**config.mk**
```make
export PLATFORM = sky130hd
export DESIGN_NAME = fault_restart_ctrl
export DESIGN_NICKNAME = d
export VERILOG_FILES = /design/src/rtl/fault_restart_pkg.sv /design/src/rtl/fault_restart_ctrl_sync_rise.sv /design/src/rtl/fault_restart_ctrl.sv
export SDC_FILE = /design/constraint.sdc
export NUM_CORES = 1
export LEC_CHECK = 0
export CAP_MARGIN = 20
export CORE_ASPECT_RATIO = 0.75
export CORE_MARGIN = 2
export CORE_UTILIZATION = 64
export DETAILED_ROUTE_END_ITERATION = 8
export GPL_TIMING_DRIVEN = 0
export PLACE_DENSITY_LB_ADDON = 0.12
export SETUP_SLACK_MARGIN = 0.2
export SLEW_MARGIN = 20
export SYNTH_ARGS = -nofsm -noshare
export SYNTH_HDL_FRONTEND = slang
export SYNTH_SLANG_ARGS = --single-unit
export TNS_END_PERCENT = 10
```
**constraint.sdc**
```tcl
create_clock -name CLK_50M -period 3.3 [get_ports CLK_50M]
set_input_delay 0.66 -clock CLK_50M [delete_from_list [all_inputs] [get_ports CLK_50M]]
set_output_delay 0.66 -clock CLK_50M [all_outputs]
set_load 0.01 [all_outputs]
```
**src/rtl/fault_restart_pkg.sv**
```systemverilog
// Shared definitions for the fault restart controller: one-hot state encoding,
// default timing constants and the timer sizing helper.
package fault_restart_pkg;

    typedef enum logic [4:0] {
        IDLE  = 5'b00001,
        COOL  = 5'b00010,
        PULSE = 5'b00100,
        ACK   = 5'b01000,
        LOCK  = 5'b10000
    } state_t;

    localparam int DEF_COOL_CYC  = 5000000;
    localparam int DEF_PULSE_CYC = 16;
    localparam int DEF_ACK_CYC   = 8;
    localparam int DEF_RETRY_MAX = 3;
    localparam int DEF_CLEAR_CYC = 50000000;

    // One shared timer counts every phase, so it must hold the largest terminal count.
    function automatic int timer_width(input int a, input int b, input int c, input int d);
        int m;
        m = a;
        if (b > m) m = b;
        if (c > m) m = c;
        if (d > m) m = d;
        if (m < 2) begin
            return 1;
        end else begin
            return $clog2(m);
        end
    endfunction

endpackage

```
**src/rtl/fault_restart_ctrl_sync_rise.sv**
```systemverilog
// Two-flop synchronizer for an asynchronous level input followed by a
// rising-edge detector on the synchronized level.
module sync_rise (
    input  logic clk,
    input  logic rst_n,
    input  logic din,
    output logic rise
);

    logic meta_r;
    logic sync_r;
    logic sync_d_r;

    // Synchronizer chain plus one delay stage for edge detection.
    always_ff @(posedge clk) begin
        if (!rst_n) begin
            meta_r   <= 1'b0;
            sync_r   <= 1'b0;
            sync_d_r <= 1'b0;
        end else begin
            meta_r   <= din;
            sync_r   <= meta_r;
            sync_d_r <= sync_r;
        end
    end

    assign rise = sync_r & ~sync_d_r;

endmodule

```
**src/rtl/fault_restart_ctrl.sv**
```systemverilog
// Automatic restart controller for a tripped protection block.
// Build option: define AUTO_RESTART_EN for cooldown/retry restarts; otherwise manual-only.
module fault_restart_ctrl
    import fault_restart_pkg::*;
#(
    parameter int COOL_CYC  = DEF_COOL_CYC,
    parameter int PULSE_CYC = DEF_PULSE_CYC,
    parameter int ACK_CYC   = DEF_ACK_CYC,
    parameter int RETRY_MAX = DEF_RETRY_MAX,
    parameter int CLEAR_CYC = DEF_CLEAR_CYC
) (
    input  logic       CLK_50M,
    input  logic       Rst_n,
    input  logic       PWMEN,
    input  logic       ManReq,
    output logic       ResetD,
    output logic       Lockout,
    output logic [1:0] RetryCnt
);

    localparam int TW = timer_width(COOL_CYC, CLEAR_CYC, PULSE_CYC, ACK_CYC);
    localparam logic [TW-1:0] PULSE_LAST = TW'(PULSE_CYC - 1);
    localparam logic [TW-1:0] ACK_LAST   = TW'(ACK_CYC - 1);

    state_t        state_r;
    logic [TW-1:0] timer_r;
    logic          pwmen_d_r;
    logic          man_ev_s;
    logic          fault_ev_s;

    sync_rise u_man_sync (
        .clk   (CLK_50M),
        .rst_n (Rst_n),
        .din   (ManReq),
        .rise  (man_ev_s)
    );

    assign fault_ev_s = pwmen_d_r & ~PWMEN;

`ifdef AUTO_RESTART_EN
    localparam logic [TW-1:0] COOL_LAST  = TW'(COOL_CYC - 1);
    localparam logic [TW-1:0] CLEAR_LAST = TW'(CLEAR_CYC - 1);
    localparam logic [1:0]    RETRY_LIM  = (RETRY_MAX > 3) ? 2'd3 : 2'(RETRY_MAX);

    logic       heal_done_s;
    logic [1:0] retry_base_s;

    // In IDLE the timer is the healthy counter; an expiring window forgives past retries first.
    assign heal_done_s  = (timer_r == CLEAR_LAST);
    assign retry_base_s = heal_done_s ? 2'd0 : RetryCnt;
`endif

    // Restart sequencer with registered outputs.
    always_ff @(posedge CLK_50M) begin
        if (!Rst_n) begin
            state_r   <= IDLE;
            timer_r   <= '0;
            pwmen_d_r <= 1'b1;
            ResetD    <= 1'b0;
            Lockout   <= 1'b0;
            RetryCnt  <= 2'd0;
        end else begin
            pwmen_d_r <= PWMEN;
            case (state_r)
                IDLE: begin
`ifdef AUTO_RESTART_EN
                    if (fault_ev_s) begin
                        timer_r <= '0;
                        if (retry_base_s < RETRY_LIM) begin
                            state_r  <= COOL;
                            RetryCnt <= retry_base_s + 2'd1;
                        end else begin
                            state_r  <= LOCK;
                            Lockout  <= 1'b1;
                            RetryCnt <= retry_base_s;
                        end
                    end else if (PWMEN) begin
                        if (heal_done_s) begin
                            RetryCnt <= 2'd0;
                            timer_r  <= '0;
                        end else begin
                            timer_r <= timer_r + TW'(1);
                        end
                    end else begin
                        timer_r <= '0;
                    end
`else
                    timer_r <= '0;
                    if (fault_ev_s) begin
                        state_r <= LOCK;
                        Lockout <= 1'b1;
                    end else begin
                        state_r <= IDLE;
                    end
`endif
                end
`ifdef AUTO_RESTART_EN
                COOL: begin
                    if (man_ev_s || (timer_r == COOL_LAST)) begin
                        state_r <= PULSE;
                        timer_r <= '0;
                        ResetD  <= 1'b1;
                        if (man_ev_s) begin
                            RetryCnt <= 2'd0;
                        end else begin
                            RetryCnt <= RetryCnt;
                        end
                    end else begin
                        timer_r <= timer_r + TW'(1);
                    end
                end
`endif
                PULSE: begin
                    if (timer_r == PULSE_LAST) begin
                        state_r <= ACK;
                        timer_r <= '0;
                        ResetD  <= 1'b0;
                    end else begin
                        timer_r <= timer_r + TW'(1);
                    end
                end
                ACK: begin
                    if (PWMEN) begin
                        state_r <= IDLE;
                        timer_r <= '0;
                    end else if (timer_r == ACK_LAST) begin
                        state_r <= LOCK;
                        timer_r <= '0;
                        Lockout <= 1'b1;
                    end else begin
                        timer_r <= timer_r + TW'(1);
                    end
                end
                LOCK: begin
                    timer_r <= '0;
                    if (man_ev_s) begin
                        state_r  <= PULSE;
                        ResetD   <= 1'b1;
                        Lockout  <= 1'b0;
                        RetryCnt <= 2'd0;
                    end else begin
                        state_r <= LOCK;
                    end
                end
                default: begin
                    state_r <= IDLE;
                    timer_r <= '0;
                    ResetD  <= 1'b0;
                    Lockout <= 1'b0;
                end
            endcase
        end
    end

endmodule

```
# After elaboration in Yosys (flattened, before gate mapping)
# Cells that the tools add are included.
word_totals:
  elab_cells: 49
  inputBits: 4
  reg_bits: 37
classes:
  reduce_logical: 4
  n_eq_ne: 12
  mux: 18
  bitwise_logic: 6
  n_addsub: 1
ops:
  columns: ["cell", "n"]
  rows:
  - ["two-way mux 26 bit", 3]
  - ["case mux 26 bit (2 select lines)", 1]
  - ["adder 26 x 1 -> 26 bit (second input constant)", 1]
  - ["equality test 26 x 3 -> 1 bit (second input constant)", 1]
  - ["equality test 26 x 4 -> 1 bit (second input constant)", 1]
  - ["two-way mux 5 bit", 5]
  - ["case mux 5 bit (4 select lines)", 1]
  - ["!= test 2 bit (second input constant)", 5]
  - ["two-way mux 1 bit", 6]
  - ["equality test 5 x 1 -> 1 bit (second input constant)", 1]
  - ["equality test 5 x 3 -> 1 bit (second input constant)", 1]
  - ["equality test 5 x 4 -> 1 bit (second input constant)", 1]
  - ["equality test 5 bit (second input constant)", 1]
  - ["AND reduction 5 bit", 1]
  - ["NOT 1 bit", 4]
  - ["case mux 1 bit (4 select lines)", 1]
  - ["!= test 3 bit (second input constant)", 1]
  - ["case mux 1 bit (3 select lines)", 1]
  - ["AND reduction 3 bit", 1]
  - ["bitwise AND 1 bit", 2]
  - ["AND reduction 2 bit", 1]
  - ["OR reduction 2 bit", 1]

# Logic depth before layout (Yosys ltp)
# Gate-level depths: netlist of run 1.
depth:
  depth_word: 4
  mapped_depth: 7

# Cells and area by module
# Synthesis of run 1 repeated with hierarchy kept, for this count alone.
unflattened:
  cells_unflattened: 224
  area_unflattened_um2: 1985.7
modules_own_cells:
  columns: ["mod", "cells_each", "area_each_um2", "n_inst", "seq_area_each_um2"]
  rows:
  - ["fault_restart_ctrl", 217, 1893.1, 1, 660.6]
  - ["sync_rise", 7, 92.6, 1, 60.1]

# Worst setup path before layout of run 1
# OpenSTA, ideal clock, no wires.
synth_path:
  kind: "register -> register"
  from: "register timer_r[0]"
  to: "register timer_r[22]"
  path_buffers: 1
  path_stages_with_launch: 8
  t_arrival_ps: 1725
  synth_period_minus_slack_ps: 1851
  slack_ps: 1449
  setup_ps: 127
  cell_sequence: "dfxtp_1 ha_1 nand3_2 or4_1 buf_2 nor3_2 xnor2_1 nor3b_2"
synth_via:
  elab_chain_len: 4
synth_rtl:
  columns: ["item", "line_no", "text"]
  rows:
  - ["from (decl)", "fault_restart_ctrl.sv:26", "logic [TW-1:0] timer_r;"]
  - ["from (signal assigned)", "fault_restart_ctrl.sv:119", "timer_r <= timer_r + TW'(1);"]
  - ["from (signal assigned)", "fault_restart_ctrl.sv:131", "timer_r <= timer_r + TW'(1);"]
  - ["adder 26 x 1 -> 26 bit / equality test 26 x 3 -> 1 bit (equally long branches)", "fault_restart_ctrl.sv:119, fault_restart_ctrl.sv:131, fault_restart_ctrl.sv:126", null]
  - ["two-way mux 26 bit", "fault_restart_ctrl.sv:126", "end else if (timer_r == ACK_LAST) begin"]
  - ["two-way mux 26 bit", "fault_restart_ctrl.sv:123", "if (PWMEN) begin"]
  - ["case mux 26 bit (2 select lines) *", "fault_restart_ctrl.sv:64", "case (state_r)"]
# Every way passes the cells marked *; elsewhere a longest branch is shown, timed or not.
# A chain may end at the register's enable or synchronous reset.

# Worst setup path in the final report of run 1
layout_path:
  from: "register timer_r[20]"
  to: "register timer_r[9]"
layout_via:
  elab_chain_len: 4
layout_rtl:
  columns: ["item", "line_no"]
  rows:
  - ["equality test 26 x 3 -> 1 bit", "fault_restart_ctrl.sv:126"]
  - ["two-way mux 26 bit", "fault_restart_ctrl.sv:126"]
  - ["two-way mux 26 bit", "fault_restart_ctrl.sv:123"]
  - ["case mux 26 bit (2 select lines) *", "fault_restart_ctrl.sv:64"]
# Marks and branches as above.

==> results of run 1 <==
-- kinds of logic after synthesis --
| group | Yosys count |
|---|---|
| compound gates | 18 |
| simple gates | 115 |
| fa+ha+maj | 1 |
| flops | 36 |
| other cells | 1 |
| buf+inv | 20 |
| xor+xnor | 25 |
-- critical path: stages (launching register included) --
cell,delay (ns)
dfxtp_1,0.36
nor4_1,0.54
nand4_1,0.20
o211a_1,0.29
a21oi_4,0.28
buf_2,0.28
nor2_1,0.07
-- stage by stage --
stage                     power, mW  hold slack [ns]  instance area, µm²
final                         0.818            0.437                2090
after global placement        0.501            0.416                2000
after detailed placement      0.504            0.423                2000
after CTS                     0.827            0.441                2090
after floorplan               0.487            0.412                1900
after global routing          0.849            0.454                2090
-- routing by layer --
metal / vias up / wire [µm] / global-route usage (%)
met3: 4 / 175 / 7.93
met5: - / 0 / 0
met4: 0 / 58 / 8.50
met1: 723 / 1830 / 39.0
li1: 759 / - / -
met2: 33 / 1690 / 40.3
-- cell type report --
class                      instances  area [µm²]  area share (%)
buffer                            11        62.6            2.99
clock buffer                       8        90.1            4.31
inverter                           9        33.8            1.62
multi-input combinational        161        1080            51.9
sequential                        36         721            34.5
tap                               38        47.5            2.28
timing repair buffer               5        50.0            2.40
-- Yosys cell counts (all sizes together), types with 4 or more instances --
cell type,n
dfxtp,36
nor2,26
xnor2,20
nand2,19
nor3b,15
nor3,12
nand3,10
inv,9
nand4,8
buf,6
nor4,6
o21ai,6
clkbuf,5
xor2,5
and2,4
-- worst max-delay path by stage --
| stage | from | to | slack (ns) | cells past startpoint |
|---|---|---|---|---|
| 5_1_grt | timer_r[20]$_SDFF_PN0_ | timer_r[5]$_SDFF_PN0_ | 0.97 | 6 |
| 3_3_place_gp | PWMEN | timer_r[7]$_SDFF_PN0_ | 1.14 | 6 |
| 4_1_cts | timer_r[20]$_SDFF_PN0_ | timer_r[6]$_SDFF_PN0_ | 1.17 | 6 |
| 3_5_place_dp | PWMEN | timer_r[11]$_SDFF_PN0_ | 1.11 | 6 |
| 2_1_floorplan | timer_r[0]$_SDFF_PN0_ | timer_r[22]$_SDFF_PN0_ | 1.45 | 7 |
| 6_report | timer_r[20]$_SDFF_PN0_ | timer_r[9]$_SDFF_PN0_ | 1.17 | 6 |
-- power groups by stage --
stage	clock (mW)	sequential (mW)	combinational, mW
finish	0.324	0.445	0.0495
detailed placement	0	0.455	0.0488
global route	0.348	0.445	0.0563
floorplan	0	0.455	0.0321
global placement	0	0.454	0.0470
CTS	0.333	0.445	0.0489
-- flip-flops by register name (all words and copies together), names as in the netlist --
signal and flops:
state_r 4, u_man_sync.meta_r 1, pwmen_d_r 1, ResetD 1, u_man_sync.sync_d_r 1, Lockout 1
u_man_sync.sync_r 1, timer_r 26
==> results.cfg, run 1 <==
[sta]
max_freq_mhz = 469
relSlewSlack_pct = 62.5
slew_viol_final = 0
setup_viol = 0
hold_viol = 0
clock_skew_ns = 0.00404
layout_min_cycle_time_ns = 2.13
fin_ws_ns = 1.17
period_share_pct = 64.6
tightest_slew_ns = 0.557
setup_tns_ns = 0
rsz0062_at_grt = no

[route]
initialDrtViolationCount = 162
drc = 0
vias = 1519
wire_per_inst_um = 14.0
ant_nets = 0
routed_wl_um = 3750
dr.pass1.iters = 4
viasPerCell = 5.67

[placement]
place_hpwl_um = 2780
place_ws_ns = 1.11
place.gp.congestion = 0.815
portBuffers = 5
placed_cells = 260

[critical_path]
worstPathRequired_ns = 3.48
r2r_cells = 6
rr_startpoint = timer_r[20]$_SDFF_PN0_
ff2ff_setup_slack_ns = 1.17
r2r-end = timer_r[9]$_SDFF_PN0_
crit_path_start_kind = register
worstPathArrival_ns = 2.31
worst_setup_path_end_kind = register
path_max_fanout = 10
crit_type = register to register

[clock_tree]
holdBufCountCts = 0
cts_tree = built
cts.path.max_buffers = 2
numClockSinks = 36
cts-root-buf = clkbuf_8
cts_resized = 0
cts_buffers = 5
clk_latency_ns = 0.29
path_clk_slew_ns = 0.07
postCtsSetupRepairBufs = 0
htree_levels = 2

[power_and_ir_drop]
leakagePower_nw = 0.656
intPower_uw = 635
swShare_pct = 22.4
pwr-share-comb_pct = 6.0
ir_drop_mv = 0.326
switchingPower_uw = 183
p_clk_share_pct = 39.6
p_seq_share_pct = 54.4
p_per_area_mw_per_mm2 = 391

[logic_synthesis]
yosysTopAreaCell = dfxtp_1
yosys.area_share.adder_pct = 0.659
synth_top_area_share_pct = 38.0
synthFlopType = dfxtp_1
synth_simple_gate_area_share_pct = 37.8
synth-edff-count = 0
synth_mux_area_share_pct = 0
async_flop_share_pct = 0
synth_compound_area_share_pct = 6.72
avgSynthCellArea_um2 = 8.79
synth_top_family_by_area = simple AND/OR/NAND/NOR gates
syn_area_mm2 = 0.00190
ys_types = 45
synthCells = 216
synth.area.top_cells = dfxtp_1 38%, xnor2_1 9.2%, nor2_1 5.1%
synthXorXnorAreaFrac_pct = 11.5
ys_seq_area_share_pct = 38.0
ys.warnings.count = 0
ys_ff_latch = 36

[global_routing]
overflow = 0
grt_pass1_wl_um = 6880
antenna_found_initial = 0
track_usage_pct = 27.5
grt_pass1_vias = 1430
grt_max_degree = 11

[flow_run]
max_cap_viol_count = 0

[run_status]
status = completed

[layout]
drive_above_1_share_pct = 14.8
n_fill_cell = 235
final_common_cell = dfxtp_1
postLayoutCoreUtil_pct = 72.2
diodes = 0
layout_common_cells = 36 x dfxtp_1, 26 x nor2_1, 20 x xnor2_1, 19 x nand2_1, 9 x inv_1
fin_cells = 268
fin_nets = 234
syn2layout_area_growth_pct = 10.1

[worst_hold_path]
min_path_cells = 1
hold_start = u_man_sync.meta_r$_SDFF_PN0_
hold_class = register to register
hold_end = u_man_sync.sync_r$_SDFF_PN0_

[floorplanning]
pin_count = 8
dieArea_mm2 = 0.00342
die_height_um = 51.2
fp.dieW_um = 66.9
rows = 17
core_area_mm2 = 0.00289
initial_core_util_pct = 65.6
Note: power is estimated with default switching activity, not from simulation.
==> inputs of run 2 (changes only) <==
CORE_UTILIZATION = 59   (was 64)
clock period = 2 ns   (was 3.3 ns; I/O delays follow)
==> results.cfg, run 2 (synthesized netlist as in run 1, its figures left out) <==
[clock_tree]
clk_latency_ns = 0.29
holdBufCountCts = 0
numClockSinks = 36
cts-root-buf = clkbuf_8
cts.path.max_buffers = 2
cts_buffers = 5
path_clk_slew_ns = 0.07
cts_tree = built
htree_levels = 2

[route]
vias = 1575
wire_per_inst_um = 14.8
highest_layer = met4
drc = 0
routed_wl_um = 4020
initialDrtViolationCount = 118
viasPerCell = 5.79
ant_nets = 0
dr.pass1.iters = 4
routed-wl-met3_um = 209
wl_met1_um = 1820
wl_met2_um = 1920

[layout]
layout_common_cells = 26 x nor2_1, 24 x dfxtp_1, 19 x nand2_1, 19 x xnor2_1, 10 x dfxtp_2
largest_reg_flops = 26
fin_nets = 238
syn2layout_area_growth_pct = 23.0
final_common_cell = nor2_1
largestRegisters = timer_r x26, state_r x4
regMostFlops = timer_r
fin_cells = 272
drive_above_1_share_pct = 25.6
postLayoutCoreUtil_pct = 77.8
n_fill_cell = 194
diodes = 0

[sta]
holdWs_ns = 0.438
hold_viol = 0
slew_viol_final = 0
period_share_pct = 91.0
max_freq_mhz = 549
rsz0062_at_grt = yes
setup_tns_ns = 0
clock_skew_ns = 0.00520
layout_min_cycle_time_ns = 1.82
setup_viol = 0

[power_and_ir_drop]
p_per_area_mw_per_mm2 = 731
finalPower_mw = 1.71
ir_drop_mv = 0.513
leakagePower_nw = 0.789

[critical_path]
path_max_fanout = 7
worstPathArrival_ns = 2.01
crit_type = register to register
worst_setup_path_end_kind = register
crit_buf_inv = 1
critPathMaxStageDelay_ns = 0.51
path_delay_family = simple AND/OR/NAND/NOR gates
crit_slowest_cell = or4_4
worstPathRequired_ns = 2.19
cp_cell_sequence = ha_4, nand3_2, or4_4, buf_8, nor3_2, xnor2_1, nor3b_2
crit_path_start_kind = register

[floorplanning]
dieArea_mm2 = 0.00369
initial_core_util_pct = 63.3
pin_count = 8
die_height_um = 53.1
core_area_mm2 = 0.00300
fp.dieW_um = 69.5
rows = 17

[flow_run]
max_cap_viol_count = 0

[global_routing]
track_usage_pct = 24.4
grt_pass1_wl_um = 6840
antenna_found_initial = 0
grt_max_degree = 13
overflow = 0
grt_pass1_vias = 1524

[placement]
portBuffers = 5
placed_cells = 260
place.gp.congestion = 0.851
place_hpwl_um = 2610

[worst_hold_path]
hold_class = register to register

[run_status]
status = completed
[run 2: per-layer routing]
layer  global-route usage [%]  up-vias
li1                         -      769
met1                     29.8      753
met2                     39.9       44
met3                     8.00        9
met4                     10.8        0
met5                        0        -
[run 2: area by class of cell]
| type | instances | area [µm²] | area share [%] |
|---|---|---|---|
| Buffer | 11 | 78.8 | 3.38 |
| Clock buffer | 5 | 68.8 | 2.95 |
| Clock inverter | 3 | 90.1 | 3.86 |
| Inverter | 9 | 33.8 | 1.45 |
| Multi-Input combinational cell | 161 | 1190 | 51.2 |
| Sequential cell | 36 | 741 | 31.7 |
| Tap cell | 38 | 47.5 | 2.04 |
| Timing Repair Buffer | 9 | 80.1 | 3.43 |
[run 2: final timing paths]
path	from	to	slack [ns]	cells past startpoint
max	timer_r[0]$_SDFF_PN0_	timer_r[24]$_SDFF_PN0_	0.18	7
min	u_man_sync.meta_r$_SDFF_PN0_	u_man_sync.sync_r$_SDFF_PN0_	0.44	1
max reg2reg	timer_r[0]$_SDFF_PN0_	timer_r[24]$_SDFF_PN0_	0.18	7
min reg2reg	u_man_sync.meta_r$_SDFF_PN0_	u_man_sync.sync_r$_SDFF_PN0_	0.44	1
[run 2: report_power, final]
group,switching (mW),total [mW],leakage (nW),internal (mW)
registers,0.00609,0.730,0.298,0.724
clock network,0.272,0.895,0.0784,0.624
logic,0.0422,0.0809,0.413,0.0387
[run 2: per-stage QoR]
| step | setup WS, ns | cell area (µm²) |
|---|---|---|
| global route | 0.0718 | 2330 |
| floorplan | 0.205 | 1910 |
| CTS | 0.145 | 2250 |
| global placement | -0.162 | 2010 |
| detailed placement | -0.188 | 2010 |
| finish | 0.180 | 2330 |
[run 2: repair_timing]
action / in CTS / in global routing
buffers inserted: 2 / 2
gates resized for setup: 12 / 19
endpoints found under the setup margin: 26 / 26
pin swaps: 3 / 7
